==> config.mk <==
export PLATFORM = sky130hd
export DESIGN_NAME = fdiv_iter
export DESIGN_NICKNAME = d
export VERILOG_FILES = /design/src/rtl/fdiv_iter.sv
export SDC_FILE = /design/constraint.sdc
export NUM_CORES = 1
export LEC_CHECK = 0
export BUFFER_PORTS_ARGS = -buffer_cell sky130_fd_sc_hd__buf_2
export CORE_MARGIN = 5
export CORE_UTILIZATION = 57
export DETAILED_ROUTE_END_ITERATION = 10
export PLACE_DENSITY = 0.78
export SYNTH_ARGS = -nofsm -noshare
export SYNTH_HDL_FRONTEND = slang
export SYNTH_SLANG_ARGS = --single-unit
==> constraint.sdc <==
create_clock -name clk -period 9.2 [get_ports clk]
set_input_delay 0.46 -clock clk [delete_from_list [all_inputs] [get_ports clk]]
set_output_delay 0.46 -clock clk [all_outputs]
set_load 0.02 [all_outputs]
==> src/rtl/fdiv_iter.sv <==
// Iterative binary32 divider: y = x1 / x2.
// Restoring radix-2 mantissa division with a fixed 27-cycle latency
// (1 normalise + 25 quotient bits + 1 round/pack), one operation in flight.
module fdiv_iter (
    input  logic        clk,
    input  logic        rst,
    input  logic [31:0] x1,
    input  logic [31:0] x2,
    input  logic        in_valid,
    output logic        in_ready,
    output logic [31:0] y,
    output logic        out_valid,
    input  logic        out_ready
);

    typedef enum logic [2:0] {IDLE, NORM, DIV, ROUND, DONE} state_t;

    state_t state, state_nxt;

    logic               s1, s2;
    logic        [7:0]  e1, e2;
    logic        [23:0] ma, mb;
    logic               z1, z2;
    logic        [24:0] rem;
    logic        [24:0] q;
    logic        [4:0]  cnt;
    logic signed [9:0]  e;

    // Round the 24-bit mantissa on the guard bit (half up, no sticky),
    // then select zero/infinity/normal result by priority.
    function automatic logic [31:0] round_pack(
        input logic               sign,
        input logic signed [9:0]  exp_in,
        input logic        [24:0] quo,
        input logic               zero_a,
        input logic               zero_b
    );
        logic        [24:0] m;
        logic signed [9:0]  ex;
        m  = {1'b0, quo[24:1]} + {24'd0, quo[0]};
        ex = exp_in;
        // Carry out of rounding makes the mantissa exactly 2^24: the fraction
        // bits are already zero, only the exponent moves.
        if (m[24])
            ex = ex + 10'sd1;
        if (zero_b)
            return {sign, 8'hFF, 23'h0};
        else if (zero_a)
            return {sign, 31'h0};
        else if (ex <= 10'sd0)
            return {sign, 31'h0};
        else if (ex >= 10'sd255)
            return {sign, 8'hFF, 23'h0};
        else
            return {sign, ex[7:0], m[22:0]};
    endfunction

    // State register.
    always_ff @(posedge clk) begin
        if (rst)
            state <= IDLE;
        else
            state <= state_nxt;
    end

    // Next-state logic; out_ready only matters once the result is posted.
    always_comb begin
        state_nxt = state;
        case (state)
            IDLE:    if (in_valid)      state_nxt = NORM;
            NORM:                       state_nxt = DIV;
            DIV:     if (cnt == 5'd24)  state_nxt = ROUND;
            ROUND:                      state_nxt = DONE;
            DONE:    if (out_ready)     state_nxt = IDLE;
            default:                    state_nxt = IDLE;
        endcase
    end

    assign in_ready  = (state == IDLE);
    assign out_valid = (state == DONE);

    // Operand capture, normalisation and one quotient bit per DIV cycle.
    always_ff @(posedge clk) begin
        case (state)
            IDLE: begin
                if (in_valid) begin
                    s1 <= x1[31];
                    s2 <= x2[31];
                    e1 <= x1[30:23];
                    e2 <= x2[30:23];
                    ma <= {1'b1, x1[22:0]};
                    mb <= {1'b1, x2[22:0]};
                end
            end
            NORM: begin
                z1  <= (e1 == 8'd0);
                z2  <= (e2 == 8'd0);
                cnt <= 5'd0;
                q   <= 25'd0;
                // Pre-shift a smaller dividend so the first quotient bit is 1.
                if (ma >= mb) begin
                    rem <= {1'b0, ma};
                    e   <= $signed({2'b00, e1}) - $signed({2'b00, e2}) + 10'sd127;
                end else begin
                    rem <= {ma, 1'b0};
                    e   <= $signed({2'b00, e1}) - $signed({2'b00, e2}) + 10'sd126;
                end
            end
            DIV: begin
                if (rem >= {1'b0, mb}) begin
                    rem <= (rem - {1'b0, mb}) << 1;
                    q   <= {q[23:0], 1'b1};
                end else begin
                    rem <= rem << 1;
                    q   <= {q[23:0], 1'b0};
                end
                cnt <= cnt + 5'd1;
            end
            default: ;
        endcase
    end

    // Result register: written once per operation in ROUND, held otherwise.
    always_ff @(posedge clk) begin
        if (rst)
            y <= 32'h0;
        else if (state == ROUND)
            y <= round_pack(s1 ^ s2, e, q, z1, z2);
    end

endmodule

==> results.yml <==
outcome:
  status: "completed"
drt:
  ant_nets: 0
  routed_wirelength_mm: 19.1
  routedWlPerCell_um: 15.7
  via_count: 6886
  via_per_inst: 5.65
  drcViolationCount: 0
  dr.pass1.iters: 5
  drt_iter0_drc: 400
logic_synthesis:
  synth_ff_type: "edfxtp_1"
  synth-edff-count: 131
  ys.warnings.count: 0
  postSynth.asyncResetShare_pct: 0
  yosysSeqAreaShare_pct: 48.6
  synth_nets: 1020
  synth_seq_cells: 166
  synth.distinct_cells: 64
  syn_area_um2: 9530
  avgSynthCellArea_um2: 10.7
  synth_cells: 888
timing:
  period_minus_slack_ns: 3.62
  tightest_slew_ns: 0.927
  maxSlewViolCount: 0
  fmax_mhz: 276
  skew_ns: 0.00633
  fin_ws_ns: 5.58
  fin_setup_tns_ns: 0
  max_slew_margin_pct: 38.0
  fin_crit_sh_pct: 39.4
  worst_hold_slack_ns: 0.209
  hold_violations: 0
  finalSetupViolations: 0
  rsz0062_at_grt: "no"
critical_path:
  cp_common_cell: "ha_1"
  critPathArrivalTime_ns: 3.97
  cp.required_ns: 9.54
  cpMaxStageDelayCell: "nor4_1"
  startpoint_type: "register"
  endpoint_kind: "register"
  cp_cell_sequence: "ha_1 -> ha_1 -> and3_1 -> nand4_2 -> nor4_1 -> mux2i_1 -> a22oi_1 -> or3_1 -> or4_4 -> o21ai_0"
  cp_max_fo: 23
  slowest_delay_ns: 0.72
  worst-setup-path-type: "register to register"
placement:
  post-place-ws_ns: 5.59
  gp_congestion: 0.919
  place_hpwl_mm: 14.0
  post-place-cells: 1187
  dpl_cell_area_um2: 10300
  portBuffers: 101
hold_path:
  hold_class: "input pin to register"
cts:
  cts_buffers: 17
  clk_path_buf_depth: 2
  clk_latency_ns: 0.42
  postCtsSetupRepairBufs: 0
  cts_resized: 0
  cts_num_sinks: 166
  cts_hold_buf: 0
  htree_levels: 4
  cts.clk_slew.worst_paths_ns: 0.06
  cts_root_buffer: "clkbuf_16"
  cts_tree: "yes"
final_layout:
  finalNetCount: 1118
  final_cell_mix: "edfxtp_1 (131), buf_2 (101), nor2_1 (79), ha_1 (62), nand2_1 (58)"
  drive_gt1_share_pct: 19.1
  design_area_um2: 10800
  final_common_cell: "edfxtp_1"
  fin_util_pct: 65.8
  areaGrowthSynthToFinish_pct: 13.7
  diodes: 0
  layout.cells.non_filler: 1219
global_routing:
  first_global_vias: 6539
  grt_max_degree: 65
  grt_pass1_wl_mm: 31.4
  antenna_found_initial: 0
  track_usage_pct: 19.6
  overflow: 0
floorplan:
  die_w_um: 139
  die_h_um: 139
  coreArea_um2: 16500
  die-area_um2: 19400
  initial_core_util_pct: 57.9
  core.rowCount: 47
  io_pins: 102
power_and_ir_drop:
  ir_worst_vdd_v: 0.000145
  powerDensity_nw_per_um2: 203
  leakagePower_nw: 4.37
  p_total_mw: 2.20
run:
  maxCapViolations: 0
logic make-up after synthesis:
kind of cell / share of synthesized area (%)
xor+xnor: 5.97
fa+ha+maj: 8.56
buf+inv: 3.37
compound gates: 12.9
simple gates: 15.7
flops: 48.6
mux: 4.87
state kept, by name, summed over array words and instances, names as in the netlist:
register,count
y,32
q,25
rem,25
ma,23
mb,23
e,10
e1,8
e2,8
cnt,5
state,3
s1,1
s2,1
z1,1
z2,1
cell type report:
| cell class | count | area, µm² |
|---|---|---|
| Clock buffer | 28 | 562 |
| Clock inverter | 4 | 25.0 |
| Fill cell | 1285 | 5630 |
| Inverter | 48 | 180 |
| Multi-Input combinational cell | 644 | 4600 |
| Sequential cell | 166 | 4630 |
| Tap cell | 220 | 275 |
| Timing Repair Buffer | 109 | 566 |
where the power goes:
part	internal, mW	switching [mW]
Sequential	0.906	0.0523
Combinational	0.234	0.308
Clock	0.418	0.278
per-layer routing:
layer  vias up  track usage [%]  routed length [µm]
li1       3475                -                   -
met1      3226             26.8                8680
met2       166             32.0                9180
met3        19             3.98                1020
met4         0             5.30                 227
met5         -                0                   0
critical path: cells and delay by family (launching register included):
kind | cells | cell delay [ns]
multiplexers | 1 | 0.27
adder cells (fa/ha/maj) | 2 | 0.37
AND/OR/NAND/NOR | 5 | 2.22
AO/OA/AOI/OAI | 2 | 0.32
flip-flops | 1 | 0.35
worst paths after layout:
| path | from | end | slack (ns) | depth (start not counted) |
|---|---|---|---|---|
| worst min register to register | y[20]$_SDFFE_PP0P_ | y[20]$_SDFFE_PP0P_ | 0.45 | 2 |
| worst max-delay path | q[0]$_SDFFCE_PN0P_ | y[2]$_SDFFE_PP0P_ | 5.58 | 10 |
| worst min-delay path | x2[15] | mb[15]$_DFFE_PP_ | 0.21 | 1 |
| worst max register to register | q[0]$_SDFFCE_PN0P_ | y[2]$_SDFFE_PP0P_ | 5.58 | 10 |
Yosys cell counts, types with 3 or more instances:
cell type / number / share of area (%)
a2111oi_0: 3 / 0.28
and3_1: 7 / 0.46
o21ai_0: 18 / 0.95
a22oi_1: 7 / 0.55
nand3_1: 22 / 1.2
nor3_1: 20 / 1.1
buf_6: 3 / 0.35
o21ai_2: 20 / 1.8
a31oi_1: 7 / 0.46
o31ai_1: 5 / 0.39
nor2_1: 79 / 3.1
or3_1: 8 / 0.53
mux2i_1: 25 / 2.6
clkbuf_1: 20 / 0.79
nand2_1: 58 / 2.3
xnor2_1: 35 / 3.2
nor4_1: 4 / 0.26
o31a_1: 3 / 0.28
a41oi_1: 3 / 0.28
nand4_1: 18 / 1.2
nand2b_1: 10 / 0.66
mux2_2: 19 / 2.2
dfxtp_1: 35 / 7.4
or2_2: 4 / 0.26
and2_1: 29 / 1.9
a21oi_1: 51 / 2.7
edfxtp_1: 131 / 41
inv_1: 48 / 1.9
or4_1: 8 / 0.63
a211oi_1: 10 / 0.79
ha_1: 62 / 8.1
a211o_1: 3 / 0.28
nor2b_1: 10 / 0.66
xor2_1: 30 / 2.8
o2111ai_1: 3 / 0.28
o21a_1: 9 / 0.71
and4_1: 5 / 0.46
a21o_1: 16 / 1.3
buf_2: 5 / 0.26
No activity file was read; power rests on OpenSTA's default activity.
